File: src/rtl/rr_onehot_arbiter.sv
// Round-robin arbiter: one-hot select plus binary index for the downstream mux.
// Optional lock-in holds the winner while the downstream port stalls.
module rr_onehot_arbiter #(
  parameter int unsigned NumIn    = 4,
  parameter bit          LockIn   = 1'b1,
  parameter int unsigned IdxWidth = (NumIn == 1) ? 1 : $clog2(NumIn)
) (
  input  logic                clk_i,
  input  logic                rst_ni,
  input  logic                flush_i,
  input  logic [NumIn-1:0]    req_i,
  output logic [NumIn-1:0]    gnt_o,
  output logic                valid_o,
  input  logic                ready_i,
  output logic [IdxWidth-1:0] idx_o
);

  logic [IdxWidth-1:0] rr_q;
  logic [IdxWidth-1:0] lidx_q;
  logic                lock_q;
  logic [NumIn-1:0]    sel;
  logic                found;
  logic                hs;
  logic [IdxWidth-1:0] rr_nxt;

  // Two passes give the wrapped search: indices >= rr_q first, then the rest.
  always_comb begin
    sel   = '0;
    found = 1'b0;
    if (lock_q) begin
      sel[lidx_q] = 1'b1;
    end else begin
      for (int i = 0; i < int'(NumIn); i++) begin
        if (!found && req_i[i] && (IdxWidth'(i) >= rr_q)) begin
          sel[i] = 1'b1;
          found  = 1'b1;
        end
      end
      for (int i = 0; i < int'(NumIn); i++) begin
        if (!found && req_i[i]) begin
          sel[i] = 1'b1;
          found  = 1'b1;
        end
      end
    end
  end

  always_comb begin
    idx_o = '0;
    for (int i = 0; i < int'(NumIn); i++) begin
      if (sel[i]) idx_o = idx_o | IdxWidth'(i);
    end
  end

  assign valid_o = lock_q ? req_i[lidx_q] : |req_i;
  assign hs      = valid_o && ready_i;
  assign gnt_o   = sel & {NumIn{hs}};
  assign rr_nxt  = (idx_o == IdxWidth'(NumIn - 1)) ? '0 : idx_o + 1'b1;

  always_ff @(posedge clk_i or negedge rst_ni) begin
    if (!rst_ni) begin
      rr_q   <= '0;
      lock_q <= 1'b0;
      lidx_q <= '0;
    end else if (flush_i) begin
      rr_q   <= '0;
      lock_q <= 1'b0;
    end else begin
      if (hs) rr_q <= rr_nxt;
      if (LockIn) begin
        if (valid_o && !ready_i && !lock_q) begin
          lock_q <= 1'b1;
          lidx_q <= idx_o;
        end else if (hs && lock_q) begin
          lock_q <= 1'b0;
        end
      end
    end
  end

`ifndef SYNTHESIS
  a_gnt_onehot: assert property (
    @(posedge clk_i) disable iff (!rst_ni) $onehot0(gnt_o));

  a_idx_range: assert property (
    @(posedge clk_i) disable iff (!rst_ni)
    valid_o |-> (int'(idx_o) < int'(NumIn)));

  a_idx_stable: assert property (
    @(posedge clk_i) disable iff (!rst_ni)
    (LockIn && valid_o && !ready_i && !flush_i)
    |=> (idx_o == $past(idx_o)));

  // A locked requester must hold its request until granted.
  a_lock_req: assert property (
    @(posedge clk_i) disable iff (!rst_ni)
    lock_q |-> req_i[lidx_q]);
`endif

endmodule

File: config.mk
export PLATFORM = sky130hd
export DESIGN_NAME = rr_onehot_arbiter
export DESIGN_NICKNAME = d
export VERILOG_FILES = /design/src/rtl/rr_onehot_arbiter.sv
export SDC_FILE = /design/constraint.sdc
export NUM_CORES = 1
export LEC_CHECK = 0
export BUFFER_PORTS_ARGS = -buffer_cell sky130_fd_sc_hd__buf_2
export CORE_AREA = 2 2 39 41
export DETAILED_ROUTE_END_ITERATION = 6
export DIE_AREA = 0 0 41 43
export PLACE_DENSITY = 0.61
export SYNTH_ARGS = -nofsm -noshare
export SYNTH_HDL_FRONTEND = slang
export SYNTH_SLANG_ARGS = --single-unit
File: constraint.sdc
create_clock -name clk_i -period 2.46 [get_ports clk_i]
set_clock_uncertainty 0.15 [all_clocks]
set_input_delay 0.492 -clock clk_i [delete_from_list [all_inputs] [get_ports clk_i]]
set_output_delay 0.492 -clock clk_i [all_outputs]
set_load 0.02 [all_outputs]
==> results of run 1 <==
## state kept, by name, summed over array words and instances (netlist names)
signal	count
lock_q	1
lidx_q	2
rr_q	2
## synth_stat cells
library cell | number | area (µm²)
nor4_1 | 2 | 12.5
o2bb2ai_1 | 2 | 17.5
mux2_4 | 1 | 15.0
buf_2 | 1 | 5.00
mux2_2 | 1 | 11.3
inv_1 | 1 | 3.75
nand2_8 | 1 | 20.0
nand3_1 | 1 | 5.00
dfrtp_1 | 5 | 125
o21ai_0 | 1 | 5.00
o21ba_2 | 1 | 10.0
mux4_2 | 1 | 22.5
nand3b_1 | 2 | 15.0
o21bai_1 | 1 | 7.51
o2111ai_1 | 1 | 8.76
nor3b_1 | 1 | 7.51
or4_1 | 1 | 7.51
nor3_1 | 2 | 10.0
a31oi_1 | 3 | 18.8
nand2_1 | 4 | 15.0
o21a_1 | 1 | 7.51
nor2b_1 | 1 | 6.26
o31ai_1 | 2 | 15.0
nor2_1 | 8 | 30.0
nand2_4 | 1 | 11.3
a21o_2 | 1 | 8.76
a32oi_1 | 1 | 8.76
a21oi_1 | 1 | 5.00
a21oi_2 | 2 | 17.5
## power groups by stage
stage               logic [W]  clock network (W)  registers [W]
floorplan            0.000112                  0       0.000118
global placement     0.000163                  0       0.000127
detailed placement   0.000163                  0       0.000127
CTS                  0.000165          0.0000984       0.000125
global route         0.000187           0.000108       0.000129
finish               0.000171          0.0000936       0.000125
## final timing paths
check,end,slack (ps),depth (start not counted)
max in group asynchronous,rr_q[0]$_DFFE_PN0P_,1570,2
worst max-delay path,gnt_o[2],80,5
worst min register to register,lidx_q[0]$_DFFE_PN0P_,480,1
worst min-delay path,rr_q[1]$_DFFE_PN0P_,310,2
min in group asynchronous,lidx_q[1]$_DFFE_PN0P_,460,2
worst max register to register,rr_q[1]$_DFFE_PN0P_,620,6
## layout by cell type, fill, tap and decap left out, types with 2 or more instances in the layout
master      n
o2bb2ai_1   2
nand2_1     4
o31ai_1     2
nor2_1      8
nor3_1      2
a31oi_1     2
a21oi_2     2
nor4_1      2
buf_4       5
buf_2      13
dfrtp_1     5
nand3b_1    2
clkbuf_4    3
## metrics by stage
stage | cell area [µm²] | std cells
detailed placement | 561 | 83
floorplan | 453 | 51
global route | 613 | 89
CTS | 597 | 88
global placement | 561 | 83
finish | 613 | 89
## logic make-up after synthesis
kind of cell / Yosys count / share of synthesized area (%)
compound gates: 17 / 28.7
mux: 3 / 10.8
buf+inv: 2 / 1.93
simple gates: 24 / 30.9
flops: 5 / 27.6
## routing by layer
layer / routed length, µm / GRT usage, %
met5: 0 / 0
met2: 519 / 20.0
met3: 72 / 6.28
met1: 562 / 22.0
met4: 0 / 2.00
## critical path: cells and delay by family, from the launching register on
kind / cells / cell delay [ps]
muxes: 2 / 810
DFF: 1 / 400
buffers and inverters: 1 / 160
and+or+nand+nor: 2 / 130
## timing repair
item	4_1_cts	5_1_grt
hold buffers	1	0
hold endpoints to repair	5	0
setup endpoints to repair	0	4
gates resized for setup	0	2
setup buffers	0	1
## area by class of cell
cell class / instances / area, µm² / area share [%]
clock buffers: 4 / 26.3 / 4.29
inverters: 1 / 3.75 / 0.612
multi-input cells: 44 / 325 / 53.1
flip-flops and latches: 5 / 125 / 20.4
well taps: 16 / 20.0 / 3.27
repair buffers: 19 / 113 / 18.4
==> metrics, run 1 <==
Layout Nets 82; Mean Syn Cell Area 8.88 µm²; final core occ 44.3%; TritonCTS clock tree yes; Die Area 1760 µm²; initial antenna violation count 0; clock share of power 24.0%; Clock Latency Late Sink 240 ps; Worst EP arrival 1740 ps; # IOs 15; DRC viols 0; crit end category output port; post-route setup TNS 0 ps; max_cap viols 0; largest net degree at the start of global routing 12; worst setup margin 79.2 ps; worst hold slack 313 ps; final setup vio count 0; Comb power frac 43.9%; sw frac 38.7%; clk slew on worst S/H paths 40 ps; synth warn 0; DIE WIDTH 41 µm; unrepaired setup endpoints after global routing false; Setup CP Type reg -> out; number of global-route vias before repair 407; Synth Instances 51; syn_nets 59; hold_sp flush_i; Netlist Area Pre-Place 453 µm²; core box area 1380 µm²; clk buf depth 2; TritonCTS Buffers 3; I/O Buffers 14; clock root cell clkbuf_4; final hold vios 0; layout cells sized above 1 42.5%; Period minus WS final 2380 ps; Data required, critical path 1820 ps; leakage 0.265 nW; dpl ws 63.8 ps; cells along the critical path mux4_2 > mux2_4 > nand2_8 > nor2_1 > buf_4; Starting Density 32.7%; HP Class in -> reg; Seq cells post-synth 5; Rel. slew slack 66.4%; synth unique cells 29; register area share after synthesis 27.6%; crit path from lidx_q[1]$_DFFE_PN0P_; diode count 0; WL final 1160 µm; post-route antenna net violation count 0; Final Power 0.000390 W; GRT overflow 0; period utilization 96.8%; Die Y 43 µm; Startpoint Class flop; total track usage 14.8%; vias per cell 5.57; global-route wire length before repair 1780 µm; vias 496; row count 14; Tightest Pin Transition 500 ps; reg2reg start lidx_q[1]$_DFFE_PN0P_; Worst path max stage delay 510 ps; Pins Over Slew Limit 0; routability cong. 0.738; routed len/inst 13.0 µm; Num Clock Sinks 5; Internal Pwr Total 0.000239 W; DRC marker count from the first detailed-route iteration 8; PwrDens 637 nW/µm²; P&R area growth vs syn 35.4%; Post-DP HPWL 872 µm; Sequential Power Share 32.1%; status finished clean; Worst VDD drop 0.000286 V; Crit-path slowest cell mux4_2; net load switching power 0.000151 W; H-tree level count 1; drt pass-1 iters 4; crit path max fanout 6; filler instances 140; highest clock rate 420 MHz
Power figures use the tool's default switching activity.
==> run 2: changes to the inputs <==
--- a/config.mk
+++ b/config.mk
@@ -9,6 +9,7 @@
 export CORE_AREA = 2 2 39 41
 export DETAILED_ROUTE_END_ITERATION = 6
 export DIE_AREA = 0 0 41 43
+export MAX_ROUTING_LAYER = met4
 export PLACE_DENSITY = 0.61
 export SYNTH_ARGS = -nofsm -noshare
 export SYNTH_HDL_FRONTEND = slang
==> run 2 against run 1 <==
Non-clock buffer count unchanged. Register-to-register slack about the same. Via count shrank 1.0%. Critical path depth unchanged. Setup slack better by 2.1 ps. Cell area unchanged. Count of clock-buffer cells in the layout unchanged. Combinational power barely moved. Clock power about the same. Sequential share of layout area unchanged. Final cell count unchanged. Core utilization did not move. Critical endpoint unchanged. Largest cell class unchanged. Largest power group unchanged.
==> metrics, run 2 (synthesis gave the netlist of run 1 again) <==
status finished clean; Worst VDD drop 0.000287 V; R2R Setup Slk 630 ps; Rel. slew slack 67.3%; Data required, critical path 1820 ps; # IOs 15; hold_sp flush_i; layout cells sized above 1 42.5%; grt met1 use 22.0%; PwrDens 635 nW/µm²; initial antenna violation count 0; Worst R2R Path Depth 6; RR Endpoint rr_q[1]$_DFFE_PN0P_; unrepaired setup endpoints after global routing false; met2 GRT Util 20.0%; core box area 1380 µm²; commonest non-fill, non-tap cell in the layout buf_2; period utilization 96.7%; Worst Hold End rr_q[1]$_DFFE_PN0P_; Starting Density 32.7%; DRC viols 0; finished layout cell area 613 µm²; Pins Over Slew Limit 0; final hold vios 0; hold depth 2; Clock Latency Late Sink 240 ps; Num Clock Sinks 5; filler instances 140; Period minus WS final 2380 ps; vias 491; vias per cell 5.52; crit end category output port; max_cap viols 0; row count 14; clk slew on worst S/H paths 40 ps; met3 Use GR 6.28%; routed len/inst 12.8 µm; post-route antenna net violation count 0; TritonCTS Buffers 3; Die Area 1760 µm²; biggest regs lidx_q (2), rr_q (2), lock_q (1); DIE WIDTH 41 µm; Post-DP HPWL 872 µm; Final Power 0.000389 W; diode count 0; Worst EP arrival 1740 ps; WL final 1140 µm; DRC marker count from the first detailed-route iteration 11; crit path max fanout 6; most used routing layer in global routing met1; clock root cell clkbuf_4; H-tree level count 1; global-route wire length before repair 1780 µm; final setup vio count 0; Startpoint Class flop; commonest non-fill, non-tap cells in the layout 13 x buf_2, 8 x nor2_1, 5 x dfrtp_1, 5 x buf_4, 4 x nand2_1; TritonCTS clock tree yes; reg2reg start lidx_q[1]$_DFFE_PN0P_; drt pass-1 iters 4; leakage 0.265 nW; Layout Nets 82; P&R area growth vs syn 35.4%; highest clock rate 420 MHz; number of global-route vias before repair 410; total track usage 15.2%; HP Class in -> reg; Setup CP Type reg -> out; Tightest Pin Transition 486 ps; largest net degree at the start of global routing 12; post-route setup TNS 0 ps; I/O Buffers 14; crit path from lidx_q[1]$_DFFE_PN0P_; Die Y 43 µm; placed cell areas 561 µm²; routability cong. 0.747; GRT overflow 0; clk buf depth 2
==> run 2: cell counts in the layout (fill, tap and decap cells not counted) <==
Identical to the previous run, type by type.
==> run 2: repair_timing <==
item,in CTS,in global routing
setup buffers,0,1
resized for setup,0,2
hold buffers,1,0
endpoints found under the hold margin,5,0
setup endpoints to repair,0,4
==> run 2: cell type report <==
type	count	area, µm²	area share, %
multi-input combinational	44	325	53.1
sequential	5	125	20.4
timing repair buffer	19	113	18.4
clock buffer	4	26.3	4.29
tap	16	20.0	3.27
inverter	1	3.75	0.612
==> run 2: routing by layer <==
metal | share of wire [%] | wire (µm)
met5 | 0 | 0
met4 | 0 | 0
met3 | 5.4 | 61
met2 | 47 | 536
met1 | 47 | 538
==> run 2: where the power goes <==
group	internal (W)	total [W]	switching, W
sequential	0.0000978	0.000125	0.0000272
combinational	0.0000802	0.000170	0.0000902
clock	0.0000612	0.0000936	0.0000324
==> run 2: how the worst max path moves through the flow <==
| stage | to | slack, ps |
|---|---|---|
| after floorplan | gnt_o[0] | 260 |
| after global placement | gnt_o[2] | 70 |
| after detailed placement | gnt_o[2] | 60 |
| after CTS | gnt_o[2] | 50 |
| after global routing | gnt_o[2] | 2 |
| final | gnt_o[2] | 80 |
==> run 2: stage by stage <==
| step | hold slack [ps] | util [%] | cells | worst slack [ps] |
|---|---|---|---|---|
| global placement | 156 | 40.5 | 83 | 66.7 |
| finish | 313 | 44.3 | 89 | 81.3 |
| detailed placement | 159 | 40.5 | 83 | 63.8 |
| global route | 302 | 44.3 | 89 | 1.80 |
| floorplan | 46.4 | - | 51 | 263 |
| CTS | 304 | 43.1 | 88 | 46.3 |
==> run 2: critical path, cell delays in order (launching register included) <==
cell and delay, ps:
dfrtp_1 400, mux4_2 510, mux2_4 300, nand2_8 80, nor2_1 50, buf_4 160
==> run 3: changes to the inputs <==
--- a/config.mk
+++ b/config.mk
@@ -5,12 +5,16 @@
 export SDC_FILE = /design/constraint.sdc
 export NUM_CORES = 1
 export LEC_CHECK = 0
+export ABC_CLOCK_PERIOD_IN_PS = 2460
 export BUFFER_PORTS_ARGS = -buffer_cell sky130_fd_sc_hd__buf_2
+export CELL_PAD_IN_SITES_DETAIL_PLACEMENT = 1
+export CELL_PAD_IN_SITES_GLOBAL_PLACEMENT = 1
 export CORE_AREA = 2 2 39 41
+export CTS_BUF_LIST = sky130_fd_sc_hd__clkbuf_2 sky130_fd_sc_hd__clkbuf_4 sky130_fd_sc_hd__clkbuf_8
 export DETAILED_ROUTE_END_ITERATION = 6
 export DIE_AREA = 0 0 41 43
 export MAX_ROUTING_LAYER = met4
-export PLACE_DENSITY = 0.61
+export PLACE_DENSITY = 0.77
 export SYNTH_ARGS = -nofsm -noshare
 export SYNTH_HDL_FRONTEND = slang
 export SYNTH_SLANG_ARGS = --single-unit
==> run 3 against run 2 <==
Sequential power rose by 3%. Die area unchanged. Routed wire length up 27%. Power up 6.4%. Count of clock-buffer cells in the layout did not move. Global-route usage increased by 5.9 points. Worst hold slack got worse by 30 ps. Cell area increased by 1.8%. Register-to-register slack improved by 20 ps. First-iteration DRC count shrank 45%. Largest power group unchanged.
==> metrics, run 3 (synthesis gave the netlist of run 1 again) <==
P&R area growth vs syn 37.8%; layout cells sized above 1 47.3%; max_cap viols 0; GRT overflow 0; TritonCTS Buffers 3; hold depth 2; leakage 0.271 nW; Setup CP Type in -> out; biggest regs lidx_q (2), rr_q (2), lock_q (1); global-route wire length before repair 2340 µm; Tightest Pin Transition 525 ps; diode count 0; TritonCTS clock tree yes; crit path max fanout 6; number of global-route vias before repair 526; vias 516; initial antenna violation count 0; period utilization 97.2%; vias per cell 5.73; core box area 1380 µm²; total track usage 21.1%; highest clock rate 418 MHz; Worst EP arrival 1750 ps; routability cong. 0.757; PwrDens 663 nW/µm²; Crit-path slowest cell or4_1; H-tree level count 1; family with the most delay on the worst path simple AND/OR/NAND/NOR gates; Startpoint Class input port; largest net degree at the start of global routing 12; post-route setup TNS 0 ps; met2 GRT Util 30.3%; Rel. slew slack 64.7%; clock root cell clkbuf_4; # IOs 15; Crit. path cell count 6; Starting Density 32.7%; unrepaired setup endpoints after global routing false; DRC viols 0; I/O Buffers 14; WL final 1450 µm; Clock Latency Late Sink 260 ps; DRC marker count from the first detailed-route iteration 6; filler instances 174; Layout Nets 83; clk slew on worst S/H paths 50 ps; final setup vio count 0; most used routing layer in global routing met2; grt met1 use 24.2%; Die Y 43 µm; Worst R2R Path Depth 6; met3 Use GR 9.42%; routed len/inst 16.1 µm; CP most frequent cell buf_2; final core occ 45.1%; clk buf depth 2; commonest non-fill, non-tap cell in the layout buf_2; final hold vios 0; DIE WIDTH 41 µm; cells along the critical path buf_2 > or4_1 > mux2_4 > nand2_8 > nor2_1 > buf_2; Worst path max stage delay 520 ps; commonest non-fill, non-tap cells in the layout 14 x buf_2, 8 x nor2_1, 5 x buf_4, 4 x nand2_1, 4 x clkbuf_4; post-route antenna net violation count 0; Period minus WS final 2390 ps; Data required, critical path 1820 ps; register area 128 µm²; drt pass-1 iters 4; Worst VDD drop 0.000396 V; row count 14; crit end category output port; HP Class in -> reg; Die Area 1760 µm²; Num Clock Sinks 5; Pins Over Slew Limit 0; Worst Path Buf+Inv 2; status finished clean; Post-DP HPWL 1090 µm; area occupied by multi-input gates 325 µm²
run 3: cell count changes in the layout (fill, tap and decap cells not counted):
| cell | delta |
|---|---|
| dfrtp_2 | +2 |
| buf_2 | +1 |
| clkbuf_4 | +1 |
| clkbuf_1 | -1 |
| dfrtp_1 | -2 |
run 3: where the power goes:
group / leakage [nW] / internal [W] / switching, W / total (W)
Sequential: 0.0613 / 0.0000990 / 0.0000301 / 0.000129
Clock: 0.0184 / 0.0000727 / 0.0000395 / 0.000112
Combinational: 0.191 / 0.0000793 / 0.0000932 / 0.000173
Total: 0.271 / 0.000251 / 0.000163 / 0.000414
run 3: timing repair:
action / in CTS / in global routing
buffers inserted: 1 / 0
hold buffers: 1 / 0
pin swaps: 0 / 0
resized for setup: 1 / 2
endpoints found under the hold margin: 5 / 0
setup endpoints to repair: 4 / 3
run 3: cell type report:
class                   count  share of cell area, %
inverters                   1                  0.601
flip-flops and latches      5                   20.4
well taps                  16                   3.21
multi-input cells          44                   52.1
clock buffers               4                   4.81
repair buffers             20                   18.8
run 3: final timing paths:
kind                                          to                  start  slack (ps)
max                                     gnt_o[2]               req_i[1]          70
min                          rr_q[1]$_DFFE_PN0P_                flush_i         280
max reg2reg                  rr_q[0]$_DFFE_PN0P_  lidx_q[1]$_DFFE_PN0P_         650
min reg2reg                  rr_q[1]$_DFFE_PN0P_    rr_q[1]$_DFFE_PN0P_         470
max in group asynchronous  lidx_q[1]$_DFFE_PN0P_                 rst_ni        1560
min in group asynchronous     lock_q$_DFFE_PN0P_                 rst_ni         440
run 3: layer usage:
metal	part of all wire [%]	vias up	wire, µm
met4	2.6	0	38
met1	43	253	627
li1	-	245	-
met5	0	-	0
met3	4.1	4	59
met2	50	14	720
run 3: per-stage QoR:
stage	setup slack, ps	instance area (µm²)	total power, W	hold slack, ps	cells
final	69.2	624	0.000414	283	90
after global routing	7.57	624	0.000444	292	90
after CTS	56.8	617	0.000417	283	90
after detailed placement	65.7	568	0.000292	161	84
after global placement	92.3	568	0.000286	160	84
after floorplan	263	453	0.000230	46.4	51
